File: config.mk
export PLATFORM = sky130hd
export DESIGN_NAME = irq_controller
export DESIGN_NICKNAME = d
export VERILOG_FILES = /design/src/rtl/irq_controller.sv
export SDC_FILE = /design/constraint.sdc
export NUM_CORES = 1
export LEC_CHECK = 0
export BUFFER_PORTS_ARGS = -buffer_cell sky130_fd_sc_hd__clkbuf_2
export CAP_MARGIN = 20
export CORE_AREA = 2 2 50 52
export CTS_CLUSTER_SIZE = 28
export DETAILED_ROUTE_END_ITERATION = 12
export DIE_AREA = 0 0 52 54
export PLACE_DENSITY = 0.79
export SETUP_SLACK_MARGIN = 0.5
export SYNTH_ARGS = -nofsm -noshare
export SYNTH_HDL_FRONTEND = slang
export SYNTH_SLANG_ARGS = --single-unit
File: constraint.sdc
create_clock -name clk -period 2.6 [get_ports clk]
set_input_delay 0.39 -clock clk [delete_from_list [all_inputs] [get_ports clk]]
set_output_delay 0.39 -clock clk [all_outputs]
set_load 0.01 [all_outputs]
File: src/rtl/irq_controller.sv
// Interrupt front end for the multicycle MIPS control FSM: edge detect, pending/mask,
// fixed priority, request/ack/RFE handshake and handler vector. Define IRQ_SYNC_EN to add input synchronizers.
module irq_controller #(
  parameter int          N_IRQ     = 4,
  parameter logic [31:0] VEC_BASE  = 32'h0000_0100,
  parameter int          VEC_SHIFT = 4
) (
  input  logic             clk,
  input  logic             rst,
  input  logic [N_IRQ-1:0] irq_in,
  input  logic             mask_we,
  input  logic [N_IRQ-1:0] mask_wdata,
  input  logic             int_ack,
  input  logic             rfe,
  output logic             int_sig,
  output logic [31:0]      int_vector,
  output logic [N_IRQ-1:0] pending,
  output logic [N_IRQ-1:0] mask,
  output logic             in_service
);

  localparam int ID_W = (N_IRQ > 1) ? $clog2(N_IRQ) : 1;

  typedef enum logic [1:0] {IDLE, REQ, SVC} state_t;

  state_t           state_q, state_d;
  logic [N_IRQ-1:0] irq_s, irq_q, irq_rise, active, clr;
  logic [ID_W-1:0]  winner, isr_id_q, isr_id_d, vec_id;
  logic             any_active;

`ifdef IRQ_SYNC_EN
  logic [N_IRQ-1:0] sync1_q, sync2_q;

  always_ff @(posedge clk) begin
    if (rst) begin
      sync1_q <= '0;
      sync2_q <= '0;
    end else begin
      sync1_q <= irq_in;
      sync2_q <= sync1_q;
    end
  end

  assign irq_s = sync2_q;
`else
  assign irq_s = irq_in;
`endif

  assign irq_rise   = irq_s & ~irq_q;
  assign active     = pending & mask;
  assign any_active = |active;

  // Scan from the top so the lowest active index is the last one written.
  always_comb begin
    winner = '0;
    for (int i = N_IRQ - 1; i >= 0; i--) begin
      if (active[i]) winner = ID_W'(i);
    end
  end

  // NOTE: every output of this block gets a default before the case, so no path leaves one unassigned (no latch).
  always_comb begin
    state_d  = state_q;
    isr_id_d = isr_id_q;
    clr      = '0;
    case (state_q)
      IDLE: if (any_active) state_d = IDLE == IDLE ? REQ : IDLE;
      REQ: begin
        // An ack with nothing left active has no line to service and is dropped.
        if (int_ack && any_active) begin
          isr_id_d    = winner;
          clr[winner] = 1'b1;
          state_d     = SVC;
        end else if (!any_active) begin
          state_d = IDLE;
        end
      end
      SVC:     if (rfe) state_d = IDLE;
      default: state_d = IDLE;
    endcase
  end

  // NOTE: sequential state uses non-blocking assignments so all flops sample pre-edge values.
  always_ff @(posedge clk) begin
    if (rst) begin
      state_q    <= IDLE;
      isr_id_q   <= '0;
      irq_q      <= '0;
      pending    <= '0;
      mask       <= '1;
      int_sig    <= 1'b0;
      in_service <= 1'b0;
    end else begin
      state_q    <= state_d;
      isr_id_q   <= isr_id_d;
      irq_q      <= irq_s;
      pending    <= (pending & ~clr) | irq_rise;
      if (mask_we) mask <= mask_wdata;
      int_sig    <= (state_d == REQ);
      in_service <= (state_d == SVC);
    end
  end

  // The latched id holds the vector steady from the ack edge until the next request.
  assign vec_id     = (state_q == REQ) ? winner : isr_id_q;
  assign int_vector = VEC_BASE + (32'(vec_id) << VEC_SHIFT);

endmodule

==> results.cfg <==
[global_route]
met3_usage = 0.0194
grt_max_degree = 19
antenna_found_initial = 0
grtUsageTotal = 0.125
grt.overflow.total = 0
use_met2 = 0.222
grt_pass1_wl_um = 2590
grt_pass1_vias = 611
gr-max-usage-layer = met2
gr-usage-met1 = 0.141

[routing]
avgViaCountPerCell = 4.41
routed_wl_um = 1600
antenna_left = 0
firstDrtPassIters = 4
first_iter_violations = 10
drcViolationCount = 0
post_drt_wl_per_cell_um = 10.0
via_count = 706

[run_status]
outcome = finished, final reports clean

[worst_setup_path]
critPathMostFrequentCell = nand2_1
r2r-end = pending[3]
start_kind = flop
cp_cell_sequence = nand2_1 > a32o_1 > nand2_1 > o21ai_0 > clkbuf_2
worstSetupPathType = flop to output port
reg2reg_from = state_q[1]
cp_slowest_cell = dfxtp_1
critPathTopFamily = flip-flops
max_stage_delay_ns = 0.42
cp_max_fo = 5
crit_required_ns = 2.21
rr_worst_depth = 4
end_kind = output port
critPathArrivalTime_ns = 1.40
r2r_setup_slack_ns = 1.37
path_buf_inv = 1

[clock_tree]
cts_root_buf = clkbuf_4
postCtsSetupRepairBufs = 0
clk_latency_ns = 0.29
cts_made_buffers = 3
ctsResizeCount = 0
clock-sinks = 18
clk_path_buf_depth = 2
cts_hold_buffers = 0
cts_tree = yes
htree_num_levels = 1
clk_pin_slew_worst_paths_ns = 0.09

[final_layout]
finalNonFillerCells = 160
drive_gt1_frac = 0.246
area_growth_pct = 3.94
final_cell_mix = conb_1, clkbuf_2, dfxtp_1
nNetsFinal = 145
fill_cells = 235
layout_commonest_cell = conb_1
antenna_cells = 0
post-route-util = 0.441

[synth]
synth_edf_count = 0
ys.flop_type = dfxtp_1
yosysSeqAreaShare = 0.366
postSynthRegisterBits = 18
syn_inst = 108
synthArstFlopShare = 0
yosysWarningCount = 0
synth_area_um2 = 983
postSynthAreaPerCell_um2 = 9.11
synth_cell_types = 23

[timing]
clock_skew_ns = 0.00343
fin_hold_ws_ns = 0.306
fin_crit_sh = 0.688
setup_tns_ns = 0
finalSetupViolCount = 0
hold_violations = 0
fin_ws_ns = 0.812
rsz0062_at_grt = no
finalCriticalPeriod_ns = 1.79
finalMaxSlewViolations = 0
max_freq_mhz = 559

[hold_path]
holdPathEnd = mask[3]
min_path_cells = 2
hold_class = input port to flop
holdCritStartpoint = mask_wdata[3]

[flow_run]
maxCapViolations = 0

[floorplan]
die_h_um = 54
initial_utilization = 0.424
io_pins = 55
chipWidth_um = 52
core_area_mm2 = 0.00232
rows = 18
die-area_mm2 = 0.00281

[placed_design]
pre_cts_slack_ns = 1.12
dp_cells = 157
dp.final_hpwl_um = 1300
gp_congestion = 0.844
port_buffers = 24

[power_and_ir_drop]
power_density_mw_per_mm2 = 552
ir_drop_mv = 0.468
leakage_nw = 0.488
## how the worst max path moves through the flow
| stage | from | cells after the start | end |
|---|---|---|---|
| 2_1_floorplan | mask[3] | 3 | int_vector[4] |
| 3_3_place_gp | mask[2] | 5 | int_vector[4] |
| 3_5_place_dp | mask[2] | 5 | int_vector[4] |
| 4_1_cts | mask[2] | 5 | int_vector[4] |
| 5_1_grt | mask[2] | 5 | int_vector[4] |
| 6_report | mask[2] | 5 | int_vector[4] |
## flip-flops by register name, summed over array words and instances, names as in the netlist
name and count:
mask 4, isr_id_q 2, irq_q 4, pending 4, int_sig 1, state_q 2, in_service 1
## stage by stage
stage / area (µm²) / total power [mW]
after global routing: 1020 / 0.601
after detailed placement: 1000 / 0.440
after global placement: 1000 / 0.436
after CTS: 1020 / 0.571
final: 1020 / 0.564
after floorplan: 1090 / 0.439
## layout make-up
cell class              instances  area (µm²)  area share
clock buffers                   3        22.5      0.0220
multi-input cells              85         482       0.471
flip-flops and latches         18         360       0.353
well taps                      30        37.5      0.0367
repair buffers                 24         120       0.118
## synth_stat cells, types with 2 or more instances
| master | n | area (µm²) |
|---|---|---|
| conb_1 | 2 | 7.51 |
| buf_4 | 30 | 225 |
| nand3_1 | 2 | 10.0 |
| o21ai_0 | 2 | 10.0 |
| a21oi_1 | 7 | 35.0 |
| a22o_4 | 2 | 35.0 |
| nor2b_1 | 12 | 75.1 |
| nand2_1 | 9 | 33.8 |
| a211o_1 | 4 | 35.0 |
| buf_2 | 2 | 10.0 |
| dfxtp_1 | 18 | 360 |
| a2111oi_1 | 2 | 20.0 |
| nor2_1 | 6 | 22.5 |
## power breakdown
| group | internal [mW] | switching [mW] | leakage [nW] |
|---|---|---|---|
| combinational | 0.0480 | 0.0711 | 0.325 |
| sequential | 0.295 | 0.0189 | 0.149 |
| clock | 0.0539 | 0.0772 | 0.0138 |
| total | 0.397 | 0.167 | 0.488 |
## routing by layer
layer,part of all wire,vias up
met5,0,-
li1,-,350
met4,0.023,0
met1,0.39,317
met3,0.071,4
met2,0.52,35
## cells by family (layout without fill, tap and decap cells)
logic type,Yosys count,in the layout,synth area share
other cells,2,30,0.00764
buf+inv,33,27,0.251
flops,18,18,0.366
compound gates,22,22,0.188
simple gates,33,33,0.187
Power figures use the tool's default switching activity.
